<file path="src/rtl/fpu_op_sequencer_pkg.sv">
// Shared types and constants for the FPU operation sequencer: opcodes, FSM states,
// IEEE-754 single-precision constants and the opcode-to-operand mapping.
package fpu_op_sequencer_pkg;

  typedef enum logic [1:0] {
    FPU_NOP      = 2'd0,
    FPU_FMA      = 2'd1,
    FPU_MULTIPLY = 2'd2,
    FPU_ADD      = 2'd3
  } fpu_op_t;

  typedef enum logic [2:0] {
    ST_IDLE   = 3'd0,
    ST_SEND_A = 3'd1,
    ST_SEND_B = 3'd2,
    ST_SEND_C = 3'd3,
    ST_WAIT   = 3'd4,
    ST_RESP   = 3'd5
  } fpu_seq_state_t;

  localparam logic [31:0] FP_ONE  = 32'h3F80_0000;
  localparam logic [31:0] FP_ZERO = 32'h0000_0000;
  localparam logic [31:0] FP_QNAN = 32'h7FC0_0000;

  typedef struct packed {
    logic [31:0] a;
    logic [31:0] b;
    logic [31:0] c;
  } fpu_operands_t;

  // The FPU only computes A*B+C, so MUL adds zero and ADD multiplies by one.
  function automatic fpu_operands_t map_operands(input fpu_op_t op,
                                                 input logic [31:0] a,
                                                 input logic [31:0] b,
                                                 input logic [31:0] c);
    fpu_operands_t res;
    case (op)
      FPU_FMA:      res = '{a: a,      b: b, c: c};
      FPU_MULTIPLY: res = '{a: a,      b: b, c: FP_ZERO};
      FPU_ADD:      res = '{a: FP_ONE, b: a, c: b};
      default:      res = '{a: FP_ZERO, b: FP_ZERO, c: FP_ZERO};
    endcase
    return res;
  endfunction

endpackage

</file>
<file path="src/rtl/fpu_op_sequencer_if.sv">
// Request, FPU-side and response signals of the FPU operation sequencer.
// The sequencer uses the slave modport; its environment uses master.
interface fpu_op_sequencer_if #(
  parameter int NUM_CH = 4,
  parameter int FW     = 32,
  parameter int ID_W   = $clog2(NUM_CH)
) ();

  logic [NUM_CH-1:0]    req_valid;
  logic [NUM_CH-1:0]    req_ready;
  logic [2*NUM_CH-1:0]  req_op;
  logic [FW*NUM_CH-1:0] req_a;
  logic [FW*NUM_CH-1:0] req_b;
  logic [FW*NUM_CH-1:0] req_c;

  logic                 fpu_start;
  logic [FW-1:0]        fpu_in;
  logic                 fpu_ready;
  logic [FW-1:0]        fpu_out;
  logic                 fpu_error;

  logic                 rsp_valid;
  logic                 rsp_ready;
  logic [ID_W-1:0]      rsp_ch;
  logic [FW-1:0]        rsp_y;
  logic                 rsp_err;
  logic                 busy;

  modport slave (
    input  req_valid, req_op, req_a, req_b, req_c,
    input  fpu_ready, fpu_out, fpu_error,
    input  rsp_ready,
    output req_ready, fpu_start, fpu_in,
    output rsp_valid, rsp_ch, rsp_y, rsp_err, busy
  );

  modport master (
    output req_valid, req_op, req_a, req_b, req_c,
    output fpu_ready, fpu_out, fpu_error,
    output rsp_ready,
    input  req_ready, fpu_start, fpu_in,
    input  rsp_valid, rsp_ch, rsp_y, rsp_err, busy
  );

endinterface

</file>
<file path="src/rtl/fpu_op_sequencer_rr_arbiter.sv">
// Round-robin arbiter: picks the first requester after the last granted channel
// and advances its pointer only when the grant is actually taken.
module fpu_op_sequencer_rr_arbiter #(
  parameter int NUM_CH = 4,
  parameter int ID_W   = $clog2(NUM_CH)
) (
  input  logic              clk,
  input  logic              rst,
  input  logic [NUM_CH-1:0] i_req,
  input  logic              i_grant_en,
  output logic [NUM_CH-1:0] o_grant,
  output logic [ID_W-1:0]   o_grant_id,
  output logic              o_any
);

  logic [ID_W-1:0] r_last;
  logic [ID_W-1:0] w_idx;
  logic [ID_W-1:0] w_grant_id;
  logic            w_found;
  logic            w_hit;

  // Rotating priority search starting one past the last grant.
  always_comb begin
    w_idx      = '0;
    w_hit      = 1'b0;
    w_found    = 1'b0;
    w_grant_id = '0;
    for (int i = 0; i < NUM_CH; i++) begin
      w_idx      = ID_W'((int'(r_last) + 1 + i) % NUM_CH);
      w_hit      = !w_found && i_req[w_idx];
      w_grant_id = w_hit ? w_idx : w_grant_id;
      w_found    = w_found | w_hit;
    end
  end

  assign o_grant    = w_found ? (NUM_CH'(1) << w_grant_id) : '0;
  assign o_grant_id = w_grant_id;
  assign o_any      = w_found;

  // Pointer starts at the last channel so channel 0 wins first after reset.
  always_ff @(posedge clk or negedge rst) begin
    if (!rst) begin
      r_last <= ID_W'(NUM_CH - 1);
    end else if (i_grant_en && w_found) begin
      r_last <= w_grant_id;
    end else begin
      r_last <= r_last;
    end
  end

endmodule

</file>
<file path="src/rtl/fpu_op_sequencer.sv">
// Multi-channel front end for the serial-operand FMA-only FPU: arbitrates requests,
// streams three operands, waits for the result with a timeout and returns a tagged response.
module fpu_op_sequencer
  import fpu_op_sequencer_pkg::*;
#(
  parameter int NUM_CH  = 4,
  parameter int FW      = 32,
  parameter int TIMEOUT = 64,
  parameter int ID_W    = $clog2(NUM_CH)
) (
  input logic               clk,
  input logic               rst,
  fpu_op_sequencer_if.slave bus
);

  localparam int CNT_W = $clog2(TIMEOUT + 1);

  fpu_seq_state_t  r_state;
  fpu_seq_state_t  w_next_state;

  logic [NUM_CH-1:0] w_grant;
  logic [ID_W-1:0]   w_grant_id;
  logic              w_any_req;
  logic              w_accept;
  logic              w_timeout;

  fpu_op_t         w_sel_op;
  logic [FW-1:0]   w_sel_a;
  logic [FW-1:0]   w_sel_b;
  logic [FW-1:0]   w_sel_c;
  fpu_operands_t   w_map;

  logic [FW-1:0]   r_opa;
  logic [FW-1:0]   r_opb;
  logic [FW-1:0]   r_opc;
  logic [ID_W-1:0] r_ch;
  logic [CNT_W-1:0] r_cnt;
  logic [FW-1:0]   r_rsp_y;
  logic            r_rsp_err;
  logic [FW-1:0]   w_fpu_in;

  assign w_accept  = (r_state == ST_IDLE) && w_any_req;
  assign w_timeout = (r_cnt == CNT_W'(TIMEOUT - 1));

  fpu_op_sequencer_rr_arbiter #(
    .NUM_CH (NUM_CH),
    .ID_W   (ID_W)
  ) u_arb (
    .clk        (clk),
    .rst        (rst),
    .i_req      (bus.req_valid),
    .i_grant_en (w_accept),
    .o_grant    (w_grant),
    .o_grant_id (w_grant_id),
    .o_any      (w_any_req)
  );

  assign w_sel_op = fpu_op_t'(bus.req_op[w_grant_id*2 +: 2]);
  assign w_sel_a  = bus.req_a[w_grant_id*FW +: FW];
  assign w_sel_b  = bus.req_b[w_grant_id*FW +: FW];
  assign w_sel_c  = bus.req_c[w_grant_id*FW +: FW];
  assign w_map    = map_operands(w_sel_op, 32'(w_sel_a), 32'(w_sel_b), 32'(w_sel_c));

  // State register.
  always_ff @(posedge clk or negedge rst) begin
    if (!rst) begin
      r_state <= ST_IDLE;
    end else begin
      r_state <= w_next_state;
    end
  end

  // Next-state logic; NOP skips the FPU entirely.
  always_comb begin
    w_next_state = r_state;
    case (r_state)
      ST_IDLE: begin
        if (w_accept) begin
          w_next_state = (w_sel_op == FPU_NOP) ? ST_RESP : ST_SEND_A;
        end else begin
          w_next_state = ST_IDLE;
        end
      end
      ST_SEND_A: w_next_state = ST_SEND_B;
      ST_SEND_B: w_next_state = ST_SEND_C;
      ST_SEND_C: w_next_state = ST_WAIT;
      ST_WAIT: begin
        if (bus.fpu_ready || w_timeout) begin
          w_next_state = ST_RESP;
        end else begin
          w_next_state = ST_WAIT;
        end
      end
      ST_RESP: begin
        if (bus.rsp_ready) begin
          w_next_state = ST_IDLE;
        end else begin
          w_next_state = ST_RESP;
        end
      end
      default: w_next_state = ST_IDLE;
    endcase
  end

  // Operand latch, wait counter and response capture (ready beats timeout).
  always_ff @(posedge clk or negedge rst) begin
    if (!rst) begin
      r_opa     <= '0;
      r_opb     <= '0;
      r_opc     <= '0;
      r_ch      <= '0;
      r_cnt     <= '0;
      r_rsp_y   <= '0;
      r_rsp_err <= 1'b0;
    end else begin
      case (r_state)
        ST_IDLE: begin
          if (w_accept) begin
            r_opa     <= FW'(w_map.a);
            r_opb     <= FW'(w_map.b);
            r_opc     <= FW'(w_map.c);
            r_ch      <= w_grant_id;
            r_rsp_y   <= '0;
            r_rsp_err <= 1'b0;
          end
        end
        ST_SEND_C: r_cnt <= '0;
        ST_WAIT: begin
          r_cnt <= r_cnt + CNT_W'(1);
          if (bus.fpu_ready) begin
            r_rsp_y   <= bus.fpu_out;
            r_rsp_err <= bus.fpu_error;
          end else if (w_timeout) begin
            r_rsp_y   <= FW'(FP_QNAN);
            r_rsp_err <= 1'b1;
          end
        end
        default: r_cnt <= r_cnt;
      endcase
    end
  end

  // Serial operand bus is driven only in the three SEND states.
  always_comb begin
    w_fpu_in = '0;
    case (r_state)
      ST_SEND_A: w_fpu_in = r_opa;
      ST_SEND_B: w_fpu_in = r_opb;
      ST_SEND_C: w_fpu_in = r_opc;
      default:   w_fpu_in = '0;
    endcase
  end

  assign bus.req_ready = (r_state == ST_IDLE) ? w_grant : '0;
  assign bus.fpu_start = (r_state == ST_SEND_A);
  assign bus.fpu_in    = w_fpu_in;
  assign bus.rsp_valid = (r_state == ST_RESP);
  assign bus.rsp_ch    = r_ch;
  assign bus.rsp_y     = r_rsp_y;
  assign bus.rsp_err   = r_rsp_err;
  assign bus.busy      = (r_state != ST_IDLE);

endmodule

</file>
<file path="src/flat_wrapper.sv">
// flat-port wrapper written by rule: the top's interface ports become plain ports
module fpu_op_sequencer_flat import fpu_op_sequencer_pkg::*;
#(
  parameter int NUM_CH  = 4,
  parameter int FW      = 32,
  parameter int TIMEOUT = 64,
  parameter int ID_W    = $clog2(NUM_CH)
)
  (clk, rst, bus_req_valid, bus_req_op, bus_req_a, bus_req_b, bus_req_c, bus_fpu_ready, bus_fpu_out, bus_fpu_error, bus_rsp_ready, bus_req_ready, bus_fpu_start, bus_fpu_in, bus_rsp_valid, bus_rsp_ch, bus_rsp_y, bus_rsp_err, bus_busy);
  fpu_op_sequencer_if #(.NUM_CH(NUM_CH), .FW(FW), .ID_W(ID_W)) bus_i ();
  input logic clk;
  input logic rst;
  input wire logic [$bits(bus_i.req_valid)-1:0] bus_req_valid;
  input wire logic [$bits(bus_i.req_op)-1:0] bus_req_op;
  input wire logic [$bits(bus_i.req_a)-1:0] bus_req_a;
  input wire logic [$bits(bus_i.req_b)-1:0] bus_req_b;
  input wire logic [$bits(bus_i.req_c)-1:0] bus_req_c;
  input wire logic [$bits(bus_i.fpu_ready)-1:0] bus_fpu_ready;
  input wire logic [$bits(bus_i.fpu_out)-1:0] bus_fpu_out;
  input wire logic [$bits(bus_i.fpu_error)-1:0] bus_fpu_error;
  input wire logic [$bits(bus_i.rsp_ready)-1:0] bus_rsp_ready;
  output wire logic [$bits(bus_i.req_ready)-1:0] bus_req_ready;
  output wire logic [$bits(bus_i.fpu_start)-1:0] bus_fpu_start;
  output wire logic [$bits(bus_i.fpu_in)-1:0] bus_fpu_in;
  output wire logic [$bits(bus_i.rsp_valid)-1:0] bus_rsp_valid;
  output wire logic [$bits(bus_i.rsp_ch)-1:0] bus_rsp_ch;
  output wire logic [$bits(bus_i.rsp_y)-1:0] bus_rsp_y;
  output wire logic [$bits(bus_i.rsp_err)-1:0] bus_rsp_err;
  output wire logic [$bits(bus_i.busy)-1:0] bus_busy;
  assign bus_i.req_valid = bus_req_valid;
  assign bus_i.req_op = bus_req_op;
  assign bus_i.req_a = bus_req_a;
  assign bus_i.req_b = bus_req_b;
  assign bus_i.req_c = bus_req_c;
  assign bus_i.fpu_ready = bus_fpu_ready;
  assign bus_i.fpu_out = bus_fpu_out;
  assign bus_i.fpu_error = bus_fpu_error;
  assign bus_i.rsp_ready = bus_rsp_ready;
  assign bus_req_ready = bus_i.req_ready;
  assign bus_fpu_start = bus_i.fpu_start;
  assign bus_fpu_in = bus_i.fpu_in;
  assign bus_rsp_valid = bus_i.rsp_valid;
  assign bus_rsp_ch = bus_i.rsp_ch;
  assign bus_rsp_y = bus_i.rsp_y;
  assign bus_rsp_err = bus_i.rsp_err;
  assign bus_busy = bus_i.busy;
  fpu_op_sequencer #(.NUM_CH(NUM_CH), .FW(FW), .TIMEOUT(TIMEOUT), .ID_W(ID_W)) u_core (.clk(clk), .rst(rst), .bus(bus_i));
endmodule
</file>
<file path="config.mk">
export PLATFORM = sky130hd
export DESIGN_NAME = fpu_op_sequencer_flat
export DESIGN_NICKNAME = d
export VERILOG_FILES = /design/src/rtl/fpu_op_sequencer_pkg.sv /design/src/rtl/fpu_op_sequencer_if.sv /design/src/rtl/fpu_op_sequencer_rr_arbiter.sv /design/src/rtl/fpu_op_sequencer.sv /design/src/flat_wrapper.sv
export SDC_FILE = /design/constraint.sdc
export NUM_CORES = 1
export LEC_CHECK = 0
export ABC_AREA = 1
export CAP_MARGIN = 10
export CORE_AREA = 2 2 197 199
export CTS_BUF_LIST = sky130_fd_sc_hd__clkbuf_2
export CTS_CLUSTER_DIAMETER = 150
export DETAILED_ROUTE_END_ITERATION = 12
export DIE_AREA = 0 0 199 201
export HOLD_SLACK_MARGIN = 0.02
export SYNTH_ARGS = -nofsm -noshare
export SYNTH_HDL_FRONTEND = slang
export SYNTH_SLANG_ARGS = --single-unit
</file>
<file path="constraint.sdc">
create_clock -name clk -period 5.3 [get_ports clk]
set_clock_uncertainty 0.2 [all_clocks]
set_input_delay 1.59 -clock clk [delete_from_list [all_inputs] [get_ports clk]]
set_output_delay 1.59 -clock clk [all_outputs]
set_load 0.1 [all_outputs]
</file>
[Yosys cells after proc, flatten, opt, wreduce, memory -nomap -nowiden]
Index checks and enable logic that the tools add are counted.
Cells by class
  magnitude comparators: 4
  shift operators: 5
  add/subtract/negate cells: 5
  bitwise logic cells: 3
  equal/unequal tests: 11
  muxes and demuxes: 30
  reduce and logical (&&, ||, !) cells: 16
Operator list (count)
  128-bit by 8-bit indexed part select with 32-bit output: 3
  96-bit one-hot mux with 3 select lines: 1
  32-bit 2-to-1 mux: 3
  32-bit one-hot mux with 3 select lines: 1
  32-bit one-hot mux with 2 select lines: 1
  3-bit one-hot mux with 6 select lines: 1
  7-bit one-hot mux with 2 select lines: 1
  2-bit by 3-bit less-than comparator with 1-bit output (second input constant): 4
  3-bit 2-to-1 mux: 3
  1-bit binary-select mux with 2-bit select: 4
  1-bit 2-to-1 mux: 8
  2-bit 2-to-1 mux: 4
  4-bit 2-to-1 mux: 2
  8-bit by 4-bit indexed part select with 2-bit output: 1
  7-bit by 1-bit adder with 7-bit output (second input constant): 1
  7-bit by 6-bit == test with 1-bit output (second input constant): 1
  3-bit by 2-bit == test with 1-bit output (second input constant): 2
  3-bit == test (second input constant): 2
  1-bit logical AND: 5
  2-bit by 1-bit adder with 2-bit output (second input constant): 2
  2-bit adder (second input constant): 2
  2-bit == test (second input constant): 2
  2-bit nonzero test: 2
  1-bit by 2-bit left shift with 4-bit output (first input constant): 1
  other kinds (13): 17
Word-level totals
  register bits: 143
  logic and storage cells: 83
  bits of input ports: 433

[Longest topological paths before layout]
Gate-level depths: netlist of run 1.
  depth in word-level cells: 17
  gate-level depth with buffers: 21

[Cells and area by module]
Synthesis of run 1 repeated with hierarchy kept, for this count alone.
Second synthesis, totals
  cell total of the unflattened synthesis: 1796
  area total of the unflattened synthesis: 10903.0 um^2
Modules (own cells, without submodules)
  fpu_op_sequencer: seq. area each 3528.4 um^2, instances 1, cells an instance 1718, area an instance 10457.5 um^2
  fpu_op_sequencer_rr_arbiter: seq. area each 52.6 um^2, instances 1, cells an instance 78, area an instance 445.4 um^2

[Worst setup path after synthesis of run 1]
No wires, ideal clock.
  path type: input port to output port
  start point: in bus_req_valid[2]
  end point: out bus_req_ready[1]
  data required time: 3510 ps
  cell stages on the path: 14
  buffers on the path: 3
  path slack: -581 ps
  arrival: 4091 ps
  path through: nand2_1 -> nand2_1 -> nand2_1 -> nand2_2 -> inv_2 -> nand2_1 -> nor2_1 -> nand2_2 -> nand2_2 -> buf_4 -> buf_6 -> buf_2 -> nand2_1 -> nor2_1
On the way
  cells in the longest elaborated chain, start to end: 14
  elaborated cells on any way between the ends: 24
  those cells by class: shift: 1; mux: 14; bitwise: 3; reduce/logical: 6
RTL lines
  start: declaration: RTL line flat_wrapper.sv:13  | input wire logic [$bits(bus_i.req_valid)-1:0] bus_req_valid;
  1-bit binary-select mux with 2-bit select: RTL line fpu_op_sequencer_rr_arbiter.sv:30  | w_hit = !w_found && i_req[w_idx];
  1-bit 2-to-1 mux (implied by the code): RTL line fpu_op_sequencer_rr_arbiter.sv:30
  1-bit zero test: RTL line fpu_op_sequencer_rr_arbiter.sv:30
  1-bit logical AND: RTL line fpu_op_sequencer_rr_arbiter.sv:30
  1-bit OR: RTL line fpu_op_sequencer_rr_arbiter.sv:32  | w_found = w_found | w_hit;
  1-bit zero test: RTL line fpu_op_sequencer_rr_arbiter.sv:30
  1-bit logical AND: RTL line fpu_op_sequencer_rr_arbiter.sv:30
  1-bit OR: RTL line fpu_op_sequencer_rr_arbiter.sv:32
  1-bit zero test: RTL line fpu_op_sequencer_rr_arbiter.sv:30
  1-bit logical AND: RTL line fpu_op_sequencer_rr_arbiter.sv:30
  2-bit 2-to-1 mux: RTL line fpu_op_sequencer_rr_arbiter.sv:31  | w_grant_id = w_hit ? w_idx : w_grant_id;
  1-bit by 2-bit left shift with 4-bit output: RTL line fpu_op_sequencer_rr_arbiter.sv:36  | assign o_grant = w_found ? (NUM_CH'(1) << w_grant_id) : '0;
  4-bit 2-to-1 mux *: RTL line fpu_op_sequencer_rr_arbiter.sv:36
  4-bit 2-to-1 mux *: RTL line fpu_op_sequencer.sv:154  | assign bus.req_ready = (r_state == ST_IDLE) ? w_grant : '0;
  end: declaration: RTL line flat_wrapper.sv:22  | output wire logic [$bits(bus_i.req_ready)-1:0] bus_req_ready;
Every way passes the cells marked *; elsewhere a longest branch is shown, timed or not. The select of a mux whose other input is x is not followed.

[Final worst setup path of run 1]
  start point: in bus_req_valid[2]
  end point: out bus_req_ready[0]
Same word-level chain as after synthesis.

==> results of run 1 <==
==> per-layer routing <==
layer	track usage, %	part of all wire [%]
met3	4.40	6.8
met2	41.5	48
met5	0	0
met4	6.53	2.0
met1	31.1	43
==> through the flow <==
step / setup slack [ns] / setup TNS (ns)
4_1_cts: 0.172 / 0
5_1_grt: 0.0340 / 0
6_report: 0.170 / 0
2_1_floorplan: -0.138 / -0.533
3_3_place_gp: 0.156 / 0
3_5_place_dp: 0.186 / 0
==> critical path, cell delays in order <==
cell and delay, ns:
clkdlybuf4s50_1 0.44, nand2_1 0.08, nand2_1 0.10, nand2_1 0.11
nand2_2 0.08, nor2_4 0.11, nand3_2 0.12, nand2_2 0.16
nand2_8 0.08, inv_4 0.06, nand2_1 0.08, nor2_2 0.14
buf_12 0.19
==> final cells by class <==
| class | instances | share of cell area (%) |
|---|---|---|
| repair buffers | 536 | 32.1 |
| flip-flops and latches | 143 | 21.6 |
| clock buffers | 18 | 0.543 |
| inverters | 144 | 3.28 |
| clock inverters | 14 | 0.950 |
| diodes | 4 | 0.0603 |
| well taps | 518 | 3.90 |
| multi-input cells | 1356 | 37.5 |
==> worst paths after layout <==
check                      slack [ns]                            endpoint                               start  depth (start not counted)
min reg2reg                      0.30         u_core.r_cnt[5]$_DFFE_PN0P_         u_core.r_cnt[5]$_DFFE_PN0P_                          1
min in group asynchronous        0.76    u_core.bus.rsp_y[29]$_DFFE_PN0P_                                 rst                          1
max in group asynchronous        3.11  u_core.u_arb.r_last[1]$_DFFE_PN1P_                                 rst                          2
min                              0.30         u_core.r_cnt[5]$_DFFE_PN0P_         u_core.r_cnt[5]$_DFFE_PN0P_                          1
max                              0.17                    bus_req_ready[0]                    bus_req_valid[2]                         13
max reg2reg                      1.64         u_core.r_opc[5]$_DFFE_PN0P_  u_core.u_arb.r_last[1]$_DFFE_PN1P_                         20
==> cells in the final DEF (no fill, tap or decap), drive strengths merged, types with 4 or more instances in the layout <==
| master | n |
|---|---|
| nor2 | 82 |
| clkinvlp | 4 |
| inv | 147 |
| buf | 68 |
| nor3 | 4 |
| clkbuf | 18 |
| a21oi | 39 |
| dfrtp | 141 |
| diode | 4 |
| nand3b | 20 |
| a22oi | 15 |
| o21ai | 97 |
| nand4 | 28 |
| clkdlybuf4s50 | 468 |
| nand3 | 309 |
| o211ai | 56 |
| nand2 | 694 |
| or2 | 5 |
| clkinv | 5 |
==> sequential cells by signal, summed over array words and instances, names as in the netlist <==
signal / cells
u_core.r_opc: 32
u_core.r_cnt: 7
u_core.r_opa: 32
u_core.bus.rsp_y: 32
u_core.r_opb: 32
u_core.r_state: 3
u_core.u_arb.r_last: 2
u_core.bus.rsp_err: 1
u_core.bus.rsp_ch: 2
==> cells by family after synthesis <==
| kind of cell | Yosys count | synth area share, % |
|---|---|---|
| compound gates | 209 | 11.4 |
| xor+xnor | 1 | 0.0800 |
| fa+ha+maj | 1 | 0.114 |
| buf+inv | 280 | 11.1 |
| flops | 143 | 32.7 |
| simple gates | 1145 | 44.7 |
==> flow_summary.toml, run 1 <==
[placed_design]
routabilityCongestion = 0.884
dp.cells = 2697
dp_hpwl_um = 37100
io_buffers = 506
post_dp_cell_area_sq_um = 16300

[worst_setup_path]
cp.required_ns = 3.51
criticalPathCategory = "input port to output port"
crit_path_end_kind = "output port"
worstPathArrival_ns = 3.34
critPathLaunchType = "input port"
cp_max_fo = 4

[layout]
fin_nets = 2632
area_delta_synth_final_pct = 51.5
final_area_sq_um = 16600
final_core_util_pct = 43.6
multi_input_area_sq_um = 6230
fin_cells = 2733
n_fill_cell = 4120
drive_gt1_share_pct = 6.24
seqCellArea_sq_um = 3580

[floorplan]
coreArea_sq_um = 38100
ios = 507
core.rowCount = 72
dieArea_sq_um = 40000
initial_utilization_pct = 28.8
die_w_um = 199
die_height_um = 201

[drt]
drtIter0Drc = 886
wire_per_inst_um = 18.2
drtPass1Iterations = 5
drc = 0
viasPerCell = 4.90
ant_nets = 0
routed_wl_um = 49800
routed-via-count = 13400

[clock_tree]
clk_pin_slew_ns = 0.20
root_buffer = "clkbuf_2"
clockBufferDepth = 2
ctsResizeCount = 0
post_cts.repair.setup_buffers = 0
cts_buffers = 17
hold_buffers = 0
cts_max_level = 4
cts_tree = "built"
clkLatencyLatePin_ns = 0.70
clock_sinks = 143

[run]
drv_cap = 0

[global_routing]
grt_pass1_vias = 12800
overflow = 0
grt_first_pass_wirelength_um = 74800
groute.usage.overall_pct = 24.2
grt_max_degree = 171
antenna_found_initial = 3

[synth]
synth_cell_types = 34
yosysMostFrequentCell = "nand2_1"
syn_inst = 1779
yosysWarningCount = 0
yosys-top-cells-count = "686 x nand2_1, 308 x nand3_1, 141 x dfrtp_1"
async_reset_ff_share_pct = 100
synth.area.top_cells = "dfrtp_1 32%, nand2_1 24%, nand3_1 14%"
synth_top_area_share_pct = 32.2
synthFlopType = "dfrtp_1"
synth.avg_cell_area_sq_um = 6.16
synth_area_sq_um = 11000
synth_nets = 2213
ys_seq_elements = 143
synth_edf_count = 0
seq_area_frac_synth_pct = 32.7
synth_top_area_cell = "dfrtp_1"

[run_status]
outcome = "completed"

[sta]
period_share_pct = 96.8
hold_viol_final = 0
hold_ws_ns = 0.300
timing.fmax_mhz = 195
slew_headroom_pct = 30.7
worst_slew_pin_slew_ns = 1.04
finalSetupViolCount = 0
post-route-min-period_ns = 5.13
rsz0062_at_grt = "false"
report.final.slew_viol_count = 0

[min_path]
hold_class = "flip-flop to flip-flop"
Power of run 1 is not shown: default switching activity piles up to over one toggle a cycle in this logic, so the estimate is an artifact.
==> inputs of run 2 (changes only) <==
- SKIP_LAST_GASP: unset -> 1
==> results of run 2 <==
No change in the layout: final DEF, timing and power equal those of run 1.
Power of run 2 is left out for the same reason.
==> inputs of run 3 (changes only) <==
- clock period: 5.3 -> 6.1 ns (I/O delays scaled with it)
==> flow_summary.toml, run 3 (same netlist as run 1, synthesis figures left out) <==
[placed_design]
routabilityCongestion = 0.912
post_dp_cell_area_sq_um = 16300
dp_hpwl_um = 38700
io_buffers = 506

[worst_setup_path]
critPathLaunchType = "input port"
path_cells = "clkdlybuf4s50_1, inv_1, nand2_1, nand3_1, nand2_1, nor2_4, nand3_2, nand2_2, nand2_8, inv_4, nand2_1, nor2_2, buf_12"
cp_max_fo = 11
crit_path_end_kind = "output port"
cp.required_ns = 4.07
cpMostUsedCell = "nand2_1"
criticalPathCategory = "input port to output port"
crit_path_top_delay_cell = "clkdlybuf4s50_1"
reg2reg_setup_slack_ns = 1.98
worstPathArrival_ns = 3.59
cpPeakStageDelay_ns = 0.42

[sta]
report.final.slew_viol_count = 0
hold_viol_final = 0
rsz0062_at_grt = "false"
worst_slew_pin_slew_ns = 1.16
post-route-min-period_ns = 5.62
period_share_pct = 92.2
finalSetupViolCount = 0
timing.fmax_mhz = 178
slew_headroom_pct = 23.0

[drt]
routed_wl_um = 51400
drtIter0Drc = 1266
viasPerCell = 4.93
wire_per_inst_um = 18.8
drtPass1Iterations = 5
ant_nets = 0
routed-via-count = 13500
drc = 0

[layout]
drive_gt1_share_pct = 5.89
final_common_cell = "nand2_1"
fin_nets = 2630
mostFrequentLayoutCells = "683 x nand2_1, 473 x clkdlybuf4s50_1, 308 x nand3_1, 141 x dfrtp_1, 137 x inv_1"
final_area_sq_um = 16600
area_delta_synth_final_pct = 51.1

[clock_tree]
post_cts.repair.setup_buffers = 0
clockBufferDepth = 2
cts_tree = "built"
hold_buffers = 0
clk_pin_slew_ns = 0.29
cts_max_level = 4
ctsResizeCount = 0
cts_buffers = 17
clkLatencyLatePin_ns = 0.74
clock_sinks = 143
root_buffer = "clkbuf_2"

[run_status]
outcome = "completed"

[floorplan]
dieArea_sq_um = 40000
initial_utilization_pct = 28.8
coreArea_sq_um = 38100
die_height_um = 201
core.rowCount = 72
ios = 507
die_w_um = 199

[min_path]
hold_class = "flip-flop to flip-flop"

[global_routing]
overflow = 0
grt_first_pass_wirelength_um = 76800
antenna_found_initial = 5
groute.usage.overall_pct = 25.0
grt_pass1_vias = 12900
grt_max_degree = 235

[run]
drv_cap = 0
run 3: routing by layer:
layer | GRT usage, % | vias to the layer above | routed length (um)
met4 | 7.04 | 4 | 1200
met1 | 32.5 | 6258 | 21700
met2 | 42.1 | 538 | 24800
li1 | - | 6623 | -
met3 | 4.74 | 50 | 3710
met5 | 0 | - | 27
run 3: final timing paths:
check | endpoint | startpoint | cells past startpoint
setup / recovery | bus_req_ready[0] | bus_req_valid[3] | 13
hold / removal | u_core.r_cnt[6]$_DFFE_PN0P_ | u_core.r_cnt[6]$_DFFE_PN0P_ | 1
setup reg to reg | u_core.r_opa[13]$_DFFE_PN0P_ | u_core.u_arb.r_last[1]$_DFFE_PN1P_ | 18
hold reg to reg | u_core.r_cnt[6]$_DFFE_PN0P_ | u_core.r_cnt[6]$_DFFE_PN0P_ | 1
max in group asynchronous | u_core.bus.rsp_err$_DFFE_PN0P_ | rst | 2
min in group asynchronous | u_core.r_opa[8]$_DFFE_PN0P_ | rst | 1
run 3: area by class of cell:
cell class / count / area [sq um]
Inverter: 144 / 543
Tap cell: 518 / 648
Multi-Input combinational cell: 1356 / 6230
Clock inverter: 15 / 186
Antenna cell: 4 / 10.0
Timing Repair Buffer: 534 / 5270
Fill cell: 4060 / 21600
Sequential cell: 143 / 3580
Clock buffer: 17 / 85.1
run 3: through the flow:
step           setup slack (ns)  hold slack (ns)  std cells  TNS (ns)  utilization (%)
2_1_floorplan            -0.261            0.241       1779    -0.521                -
3_3_place_gp              0.479            0.254       2695         0             42.7
3_5_place_dp              0.483            0.266       2695         0             42.7
4_1_cts                   0.474            0.295       2727         0             43.4
5_1_grt                   0.274            0.330       2730         0             43.4
6_report                  0.478            0.296       2731         0             43.4
run 3: worst max-delay path, delay by kind of cell:
kind	cells	cell delay, ns
AND/OR/NAND/NOR	9	1.00
buffers and inverters	4	0.74
Power of run 3 is left out for the same reason.
